$ cat src/rtl/bf16_pcpi_dispatcher.sv
// PCPI custom-0 front end for the bf16 op units: splits rs1/rs2 into four operands and returns the result.
// Optional watchdog enabled by defining BF16_DISP_TIMEOUT_EN.
module bf16_pcpi_dispatcher #(
  parameter logic [6:0]  FUNCT7         = 7'b0100000,
  parameter logic [2:0]  FUNCT3         = 3'b000,
  parameter int unsigned TIMEOUT_CYCLES = 255
) (
  input  logic        clk,
  input  logic        rst,
  input  logic        pcpi_valid,
  input  logic [31:0] pcpi_insn,
  input  logic [31:0] pcpi_rs1,
  input  logic [31:0] pcpi_rs2,
  output logic        pcpi_wr,
  output logic [31:0] pcpi_rd,
  output logic        pcpi_wait,
  output logic        pcpi_ready,
  output logic [15:0] op_a,
  output logic [15:0] op_b,
  output logic [15:0] op_c,
  output logic [15:0] op_d,
  output logic        op_input_STB,
  input  logic        op_BUSY,
  input  logic [15:0] op_result,
  input  logic        op_output_STB,
  output logic        out_busy,
  output logic        timeout_err
);

  localparam logic [6:0]  OPC_CUSTOM0 = 7'b0001011;
  localparam int unsigned CNT_W       = 8;

  typedef enum logic [2:0] {
    IDLE, WAIT_ACK, WAIT_RESULT, DRAIN, RESPOND, RELEASE
  } state_e;

  state_e      state_q, state_d;
  logic [15:0] a_q, a_d, b_q, b_d, c_q, c_d, d_q, d_d;
  logic [15:0] result_q, result_d;
  logic [31:0] rd_q, rd_d;
  logic        stb_q, stb_d;
  logic        pwait_q, pwait_d;
  logic        ready_q, ready_d;
  logic        wr_q, wr_d;
  logic        busy_q, busy_d;
  logic        match_c;

  assign match_c = pcpi_valid && (pcpi_insn[6:0] == OPC_CUSTOM0) &&
                   (pcpi_insn[31:25] == FUNCT7) && (pcpi_insn[14:12] == FUNCT3);

`ifdef BF16_DISP_TIMEOUT_EN
  logic [CNT_W-1:0] cnt_q, cnt_d;
  logic             err_q, err_d;
  logic             unused_insn;

  assign unused_insn = ^{pcpi_insn[24:15], pcpi_insn[11:7]};
  assign timeout_err = err_q;
`else
  logic unused_insn;

  // Watchdog limit only matters when the watchdog is built in.
  assign unused_insn = ^{pcpi_insn[24:15], pcpi_insn[11:7], (TIMEOUT_CYCLES != 0)};
  assign timeout_err = 1'b0;
`endif

  assign op_a         = a_q;
  assign op_b         = b_q;
  assign op_c         = c_q;
  assign op_d         = d_q;
  assign op_input_STB = stb_q;
  assign out_busy     = busy_q;
  assign pcpi_wait    = pwait_q;
  assign pcpi_ready   = ready_q;
  assign pcpi_wr      = wr_q;
  assign pcpi_rd      = rd_q;

  always_ff @(posedge clk) begin
    if (!rst) begin
      state_q  <= IDLE;
      a_q      <= '0;
      b_q      <= '0;
      c_q      <= '0;
      d_q      <= '0;
      result_q <= '0;
      rd_q     <= '0;
      stb_q    <= 1'b0;
      pwait_q  <= 1'b0;
      ready_q  <= 1'b0;
      wr_q     <= 1'b0;
      busy_q   <= 1'b1;
`ifdef BF16_DISP_TIMEOUT_EN
      cnt_q    <= '0;
      err_q    <= 1'b0;
`endif
    end else begin
      state_q  <= state_d;
      a_q      <= a_d;
      b_q      <= b_d;
      c_q      <= c_d;
      d_q      <= d_d;
      result_q <= result_d;
      rd_q     <= rd_d;
      stb_q    <= stb_d;
      pwait_q  <= pwait_d;
      ready_q  <= ready_d;
      wr_q     <= wr_d;
      busy_q   <= busy_d;
`ifdef BF16_DISP_TIMEOUT_EN
      cnt_q    <= cnt_d;
      err_q    <= err_d;
`endif
    end
  end

  always_comb begin
    state_d  = state_q;
    a_d      = a_q;
    b_d      = b_q;
    c_d      = c_q;
    d_d      = d_q;
    result_d = result_q;
    rd_d     = rd_q;
    stb_d    = stb_q;
    pwait_d  = pwait_q;
    ready_d  = ready_q;
    wr_d     = wr_q;
    busy_d   = busy_q;
`ifdef BF16_DISP_TIMEOUT_EN
    cnt_d    = cnt_q;
    err_d    = err_q;
`endif

    case (state_q)
      IDLE: begin
        if (match_c) begin
          a_d     = pcpi_rs1[31:16];
          b_d     = pcpi_rs1[15:0];
          c_d     = pcpi_rs2[31:16];
          d_d     = pcpi_rs2[15:0];
          stb_d   = 1'b1;
          pwait_d = 1'b1;
          state_d = WAIT_ACK;
        end
      end
      WAIT_ACK: begin
        if (stb_q && op_BUSY) begin
          stb_d   = 1'b0;
          busy_d  = 1'b0;
          state_d = WAIT_RESULT;
        end
      end
      WAIT_RESULT: begin
        if (op_output_STB && !busy_q) begin
          result_d = op_result;
          state_d  = DRAIN;
        end
      end
      DRAIN: begin
        // Keep accepting until the unit drops its strobe so a long strobe is not re-captured.
        if (!op_output_STB) begin
          busy_d  = 1'b1;
          pwait_d = 1'b0;
          ready_d = 1'b1;
          wr_d    = 1'b1;
          rd_d    = {16'h0000, result_q};
          state_d = RESPOND;
        end
      end
      RESPOND: begin
        ready_d = 1'b0;
        wr_d    = 1'b0;
        state_d = RELEASE;
      end
      RELEASE: begin
        if (!pcpi_valid) state_d = IDLE;
      end
      default: state_d = IDLE;
    endcase

`ifdef BF16_DISP_TIMEOUT_EN
    // Watchdog overrides the normal flow and completes with an all-ones result.
    if (state_q == IDLE) begin
      cnt_d = '0;
    end else if ((state_q == WAIT_ACK) || (state_q == WAIT_RESULT) || (state_q == DRAIN)) begin
      if (cnt_q == CNT_W'(TIMEOUT_CYCLES)) begin
        stb_d   = 1'b0;
        busy_d  = 1'b1;
        err_d   = 1'b1;
        pwait_d = 1'b0;
        ready_d = 1'b1;
        wr_d    = 1'b1;
        rd_d    = 32'hFFFF_FFFF;
        state_d = RESPOND;
      end else begin
        cnt_d = cnt_q + CNT_W'(1);
      end
    end
`endif
  end

endmodule

$ cat config.mk
export PLATFORM = sky130hd
export DESIGN_NAME = bf16_pcpi_dispatcher
export DESIGN_NICKNAME = d
export VERILOG_FILES = /design/src/rtl/bf16_pcpi_dispatcher.sv
export SDC_FILE = /design/constraint.sdc
export NUM_CORES = 1
export LEC_CHECK = 0
export ABC_AREA = 1
export CAP_MARGIN = 20
export CORE_UTILIZATION = 40
export DETAILED_ROUTE_END_ITERATION = 7
export PLACE_DENSITY = 0.8
export SYNTH_ARGS = -nofsm -noshare
export SYNTH_HDL_FRONTEND = slang
export SYNTH_SLANG_ARGS = --single-unit
$ cat constraint.sdc
create_clock -name clk -period 1.6 [get_ports clk]
set_input_delay 0.16 -clock clk [delete_from_list [all_inputs] [get_ports clk]]
set_output_delay 0.16 -clock clk [all_outputs]
set_load 0.005 [all_outputs]
# Word level (Yosys, flattened, before mapping)
# Index checks and enable logic that the tools add are counted.
# word_totals
out_inout_bits,102
register_bits,103
latchBits,0
ram_bits,0
elab_cells,58
n_memories,0
mem_bits_ro,0
input_bits,117
# op_classes
n_reduce_logical,20
mul,0
bitwise,1
n_eq_ne,12
add_sub_neg,0
div,0
muxes,14
order_cmp,0
n_shift,0
# ops
operator,n
3-bit one-hot mux with 6 select lines,1
3-bit 2-to-1 mux,5
"2-bit != test, second input constant",5
3-bit AND reduction,3
1-bit one-hot mux with 2 select lines,4
2-bit AND reduction,4
2-bit nonzero test,4
"7-bit by 4-bit equality test with 1-bit output, second input constant",1
"7-bit by 6-bit equality test with 1-bit output, second input constant",1
"3-bit by 2-bit equality test with 1-bit output, second input constant",2
"3-bit equality test, second input constant",2
3-bit zero test,2
1-bit logical AND,5
5-bit AND reduction,1
1-bit 2-to-1 mux,4
"3-bit by 1-bit equality test with 1-bit output, second input constant",1
1-bit zero test,1
1-bit inverter,1

# Longest topological paths before layout
# Gate-level depths: netlist (run 1).
# logic_depth
word_depth,6
mapped_depth,10
depth_no_buf,9

# Worst setup path before layout (run 1)
# Ideal clock, no wire load.
# synth_timing
kind,reg2reg
start,register state_q[1]
end,register result_q[10]
path_stages_with_launch,9
arrival_time_ps,1143
setup_ps,116
path_slack_ps,341
t_required_ps,1484
period_less_slack_ps,1259
path_buffers,1
cell_sequence,dfxtp_1 inv_2 nor3_2 inv_2 nor2_4 inv_2 buf_6 nor2_1 nor2_1
# synth_between
elab_chain_cells,2
# synth_lines
item,line_no,source
"start, declared",37,"state_e state_q, state_d;"
"start signal, assigned",96,state_q <= state_d;
3-bit by 2-bit equality test with 1-bit output,133,case (state_q)
2-bit AND reduction (no line),--,
"end signal, assigned",101,result_q <= result_d;
"end, declared",39,"logic [15:0] result_q, result_d;"
# Every way passes these cells.
# A chain may end at the register's enable or synchronous reset.

# Worst setup path in the final report (run 1)
# layout_timing
start,"register stb_q, in the netlist op_input_STB"
end,output op_input_STB
# layout_rtl
item,line_no,source
"start, declared",41,"logic stb_q, stb_d;"
"start signal, assigned",103,stb_q <= stb_d;
"end, declared",22,"output logic op_input_STB,"
# No word-level cell between the ends.

==> results of run 1 <==
[state kept, by name (all words and copies together) (netlist names)]
register	count
op_a	16
op_b	16
op_c	16
op_d	16
pcpi_rd	16
result_q	16
state_q	3
op_input_STB	1
out_busy	1
pcpi_wait	1
pcpi_wr	1
[placed cells by master, fill, tap and decap left out, drive strengths merged]
| cell type | count |
|---|---|
| clkdlybuf4s50 | 186 |
| dfxtp | 103 |
| nor3b | 1 |
| a21oi | 4 |
| inv | 25 |
| o21ai | 36 |
| nand2 | 23 |
| clkinvlp | 1 |
| conb | 17 |
| nor3 | 3 |
| clkinv | 2 |
| buf | 14 |
| or2 | 1 |
| o21bai | 64 |
| nor2 | 210 |
| clkbuf | 11 |
| nand3 | 7 |
| nand4 | 3 |
[cell families after synthesis]
kind of cell	share of synthesized area [%]
buffers and inverters	9.974
AOI/OAI and AO/OA	20.57
and+or+nand+nor	22.53
other	0.08517
DFF	46.83
[worst min-delay path, delay by kind of cell]
kind	cells	cell delay [ns]
buf+inv	1	0.40
simple gates	2	0.15
[power by group through the flow]
stage	Clock [mW]	Combinational, mW	Sequential [mW]
2_1_floorplan	0	0.421	2.70
5_1_grt	1.62	0.846	2.66
6_report	1.47	0.768	2.65
3_5_place_dp	0	0.772	2.71
3_3_place_gp	0	0.756	2.71
4_1_cts	1.52	0.777	2.65
[layer usage]
| layer | wire length (µm) | global-route usage [%] |
|---|---|---|
| met4 | 133 | 4.207 |
| met5 | 0 | 0 |
| met1 | 4429 | 21.31 |
| met3 | 915 | 6.140 |
| met2 | 5447 | 34.61 |
[through the flow]
step	TNS, ns	power, mW
after floorplan	0	3.125
after global placement	-6.798	3.464
after detailed placement	-10.08	3.481
after CTS	0	4.943
after global routing	0	5.131
final	0	4.885
[final cells by class]
cell class                      count  area, µm²
Timing Repair Buffer              200       2029
Multi-Input combinational cell    369       1969
Sequential cell                   103       2062
Clock inverter                      5      42.54
Inverter                           23      88.84
Tap cell                          136      170.2
Fill cell                         901       4015
Clock buffer                       11      131.4
[worst min path at each step]
stage                  from           to  slack [ns]  cells past startpoint
5_1_grt        op_result[6]  result_q[6]        0.37                      3
4_1_cts        op_result[6]  result_q[6]        0.37                      3
2_1_floorplan  op_result[0]  result_q[0]        0.29                      2
6_report       op_result[6]  result_q[6]        0.38                      3
3_3_place_gp      pcpi_wait    pcpi_wait        0.46                      2
3_5_place_dp      pcpi_wait    pcpi_wait        0.46                      2
==> results.json, run 1 <==
{
  "cp_slowest_stage_delay_ns": 0.54,
  "post-cts-setup-buffers": 0,
  "endpoint": "op_input_STB",
  "grt_max_degree": 67,
  "clkSlewWorstSetupHoldPaths_ns": 0.10,
  "synthTopCellsByArea": "dfxtp_1 47%, nor2_1 18%, o21bai_2 15%",
  "path_class": "flop to output port",
  "design_area_um2": 6494,
  "area_growth_pct": 47.49,
  "die_area_um2": 11430,
  "cts_tree": "yes",
  "switchingPower_mw": 1.260,
  "drive_above_1_share_pct": 14.21,
  "drv_cap": 0,
  "place_area_um2": 6320,
  "die_width_um": 106.9,
  "hold_ws_ns": 0.3848,
  "ctsHoldBuffers": 0,
  "nets": 823,
  "synth-seq-cells": 103,
  "cts_max_level": 3,
  "grt_pass1_vias": 3754,
  "worst_setup_path_end_kind": "output port",
  "p_int_mw": 3.625,
  "power.share.combinational_pct": 15.7,
  "die_h_um": 106.9,
  "clock_latency_ns": 0.35,
  "gp_congestion": 0.7878,
  "power_density_nw_per_um2": 752.3,
  "grt_usage_pct": 18.96,
  "avgRoutedWirePerCell_um": 12.90,
  "ys.flop_type": "dfxtp_1",
  "path_max_fanout": 4,
  "totalWireLength_um": 10930,
  "synth.top_cell.area_share_pct": 46.83,
  "drc": 0,
  "post-place-ws_ns": -0.1880,
  "cts_made_buffers": 9,
  "antenna_found_initial": 0,
  "coreArea_um2": 10510,
  "start_util_pct": 41.90,
  "placedCellCount": 831,
  "dpl.hpwl_um": 8063,
  "grt_pass1_wl_um": 17440,
  "ys_seq_area_share_pct": 46.83,
  "rows": 37,
  "synth_most_common_cell": "nor2_1",
  "ir_drop_mv": 0.5252,
  "setup_ws_ns": 0.1747,
  "ant_nets": 0,
  "p_leak_nw": 2.644,
  "reg2reg_slack_ns": 0.23,
  "dr_total_vias": 3911,
  "p_clk_share_pct": 30.1,
  "worst-path-buf-inv": 1,
  "rsz0062_at_grt": "false",
  "period_share_pct": 89.08,
  "synth_top_cells_by_count": "206 x nor2_1, 103 x dfxtp_1, 60 x o21bai_2",
  "ctsResizeCount": 0,
  "synth_top_area_cell": "dfxtp_1",
  "cp.depth": 1,
  "r2r_end": "op_c[8]",
  "cts.sinks": 103,
  "ctsLongestPathBuffers": 2,
  "synthArstFlopShare_pct": 0,
  "syn_avg_cell_area_um2": 8.387,
  "root_buffer": "clkbuf_8",
  "grt-ovfl-total": 0,
  "synth-edff-count": 0,
  "seq_power_share_pct": 54.2,
  "synth_area_um2": 4403,
  "path_cells": "clkdlybuf4s50_1",
  "slew_violations": 0,
  "cp.arrival_ns": 1.27,
  "io_buffers": 186,
  "drtIter0Drc": 121,
  "hold_class": "input port to flop",
  "required_ns": 1.44,
  "timing.rr.start": "state_q[1]",
  "yosys_warnings": 0,
  "drtPass1Iterations": 4,
  "crit_path_start": "op_input_STB",
  "max_freq_ghz": 0.7016,
  "num_io_pins": 219,
  "finalClockSkew_ns": 0.01218,
  "finalHoldViolCount": 0,
  "fin_util_pct": 61.79,
  "setup_violations": 0,
  "netlist_instances": 525,
  "n_antenna_cell": 0,
  "min_period_ns": 1.425,
  "fin_cells": 847,
  "status": "finished clean",
  "r2r_cells": 7,
  "cpLargestDelayFamily": "buffers and inverters",
  "vias_per_cell": 4.617,
  "startpoint_type": "flop",
  "cp_slowest_cell": "clkdlybuf4s50_1",
  "yosys.cell_types.count": 24,
  "swShare_pct": 25.80
}
Power figures use the tool's default switching activity.
==> run 2: changes to the inputs <==
--- a/config.mk
+++ b/config.mk
@@ -7,9 +7,10 @@
 export LEC_CHECK = 0
 export ABC_AREA = 1
 export CAP_MARGIN = 20
-export CORE_UTILIZATION = 40
+export CORE_ASPECT_RATIO = 1.25
+export CORE_UTILIZATION = 36
 export DETAILED_ROUTE_END_ITERATION = 7
-export PLACE_DENSITY = 0.8
+export PLACE_DENSITY = 0.76
 export SYNTH_ARGS = -nofsm -noshare
 export SYNTH_HDL_FRONTEND = slang
 export SYNTH_SLANG_ARGS = --single-unit
==> constraint.sdc (replaced) <==
create_clock -name clk -period 1.2 [get_ports clk]
set_input_delay 0.12 -clock clk [delete_from_list [all_inputs] [get_ports clk]]
set_output_delay 0.12 -clock clk [all_outputs]
set_load 0.005 [all_outputs]
==> results.json, run 2 (synthesis gave the netlist of run 1 again) <==
{
  "ctsHoldBuffers": 0,
  "slew_violations": 0,
  "finalHoldViolCount": 0,
  "grt_max_degree": 66,
  "design_area_um2": 7158,
  "power_density_nw_per_um2": 1110,
  "grt_usage_pct": 19.04,
  "clkSlewWorstSetupHoldPaths_ns": 0.07,
  "n_antenna_cell": 0,
  "area_growth_pct": 62.57,
  "min_period_ns": 1.314,
  "fin_util_pct": 60.76,
  "max_freq_ghz": 0.7607,
  "reg2reg_slack_ns": -0.11,
  "start_util_pct": 37.37,
  "grt_pass1_vias": 4055,
  "ctsLongestPathBuffers": 2,
  "hold_ws_ns": 0.3781,
  "io_buffers": 186,
  "nets": 855,
  "layout_common_cells": "182 x nor2_1, 99 x dlygate4sd2_1, 86 x clkdlybuf4s50_1",
  "fin_tns_setup_ns": -5.425,
  "hold_depth": 3,
  "n_fill_cell": 1044,
  "setup_violations": 99,
  "rows": 44,
  "dpl.hpwl_um": 8554,
  "setup_ws_ns": -0.1145,
  "die_width_um": 100.9,
  "drc": 0,
  "die_area_um2": 12680,
  "num_io_pins": 219,
  "drtIter0Drc": 104,
  "drtPass1Iterations": 6,
  "gp_congestion": 0.7809,
  "coreArea_um2": 11780,
  "startpoint_type": "flop",
  "path_max_fanout": 4,
  "antenna_found_initial": 0,
  "whs_endpoint": "result_q[6]",
  "ir_drop_mv": 0.7182,
  "cp.arrival_ns": 1.54,
  "path_class": "flop to flop",
  "r2r_end": "state_q[1]",
  "grt-ovfl-total": 0,
  "rsz0062_at_grt": "true",
  "finalClockSkew_ns": 0.006657,
  "drv_cap": 0,
  "required_ns": 1.43,
  "place_area_um2": 6485,
  "die_h_um": 125.6,
  "grt_pass1_wl_um": 19200,
  "min_from": "op_result[6]",
  "root_buffer": "clkbuf_16",
  "status": "complete, but fails checks",
  "cts.sinks": 103,
  "crit_path_start": "state_q[2]",
  "drive_above_1_share_pct": 25.84,
  "worst_setup_path_end_kind": "flop",
  "violations": "setup timing",
  "p_leak_nw": 3.393,
  "timing.rr.start": "state_q[2]",
  "hold_class": "input port to flop",
  "cts_made_buffers": 9,
  "totalWireLength_um": 13210,
  "ant_nets": 0,
  "vias_per_cell": 4.675,
  "cts_tree": "yes",
  "clock_latency_ns": 0.34,
  "dr_total_vias": 4226,
  "finalPower_mw": 7.943,
  "final_common_cell": "nor2_1",
  "avgRoutedWirePerCell_um": 14.61,
  "period_share_pct": 109.5,
  "cts_max_level": 3,
  "r2r_cells": 7
}
==> run 2: cell types whose count changed in the layout (fill, tap and decap cells not counted), sizes merged <==
cell and delta:
clkbuf +4, clkdlybuf4s15 +1, clkdlybuf4s50 -100, clkinvlp -1, dlygate4sd2 +99, bufinv +1
clkinv +1, buf +28, inv -1
==> run 2: worst max path at each step <==
stage,end,slack (ns)
after floorplan,result_q[10],-0.002
after global routing,state_q[1],-0.22
after CTS,op_d[11],-0.11
final,state_q[1],-0.11
after detailed placement,op_a[5],-0.50
after global placement,op_c[9],-0.45
==> run 2: cell type report <==
class / instances / area [µm²] / area share [%]
Sequential cell: 103 / 2097 / 29.30
Inverter: 23 / 101.3 / 1.416
Clock buffer: 12 / 246.5 / 3.443
Clock inverter: 4 / 52.55 / 0.7341
Multi-Input combinational cell: 369 / 2141 / 29.91
Tap cell: 161 / 201.4 / 2.814
Timing Repair inverter: 1 / 8.758 / 0.1224
Timing Repair Buffer: 231 / 2310 / 32.27
==> run 2: critical path, stage by stage, from the launching register on <==
cell,delay (ns)
dfxtp_4,0.37
buf_4,0.14
nor3_2,0.23
nand2_1,0.12
nand2_2,0.11
nor2_4,0.04
a21oi_1,0.14
nor2_1,0.06
==> run 2: through the flow <==
stage | setup WS (ns) | cells
after floorplan | -0.002408 | 541
after global placement | -0.4484 | 872
after detailed placement | -0.4954 | 872
after CTS | -0.1147 | 899
after global routing | -0.2169 | 904
final | -0.1145 | 904
==> run 2: repair_timing <==
| action | CTS | global route |
|---|---|---|
| buffers inserted | 7 | 3 |
| pin swaps | 8 | 13 |
| gates cloned | 4 | 5 |
| endpoints found under the setup margin | 172 | 97 |
| gates resized for setup | 146 | 47 |
==> run 2: power breakdown <==
part | leakage [nW] | internal [mW] | switching [mW]
combinational | 2.40 | 0.819 | 0.617
clock | 0.147 | 1.69 | 1.28
sequential | 0.842 | 3.49 | 0.0547
total | 3.39 | 5.99 | 1.95
==> run 2: routing by layer <==
metal / vias up / part of all wire, % / track usage [%]
met2: 184 / 51 / 34.05
met3: 15 / 9.0 / 5.438
met5: - / 0 / 0
met1: 1972 / 39 / 21.65
li1: 2055 / - / -
met4: 0 / 1.3 / 5.797
==> run 3: changes to the inputs <==
--- a/config.mk
+++ b/config.mk
@@ -10,6 +10,7 @@
 export CORE_ASPECT_RATIO = 1.25
 export CORE_UTILIZATION = 36
 export DETAILED_ROUTE_END_ITERATION = 7
+export GPL_ROUTABILITY_DRIVEN = 0
 export PLACE_DENSITY = 0.76
 export SYNTH_ARGS = -nofsm -noshare
 export SYNTH_HDL_FRONTEND = slang
==> results of run 3 <==
Same layout as run 2: the final DEF is identical, and so are final timing and power.
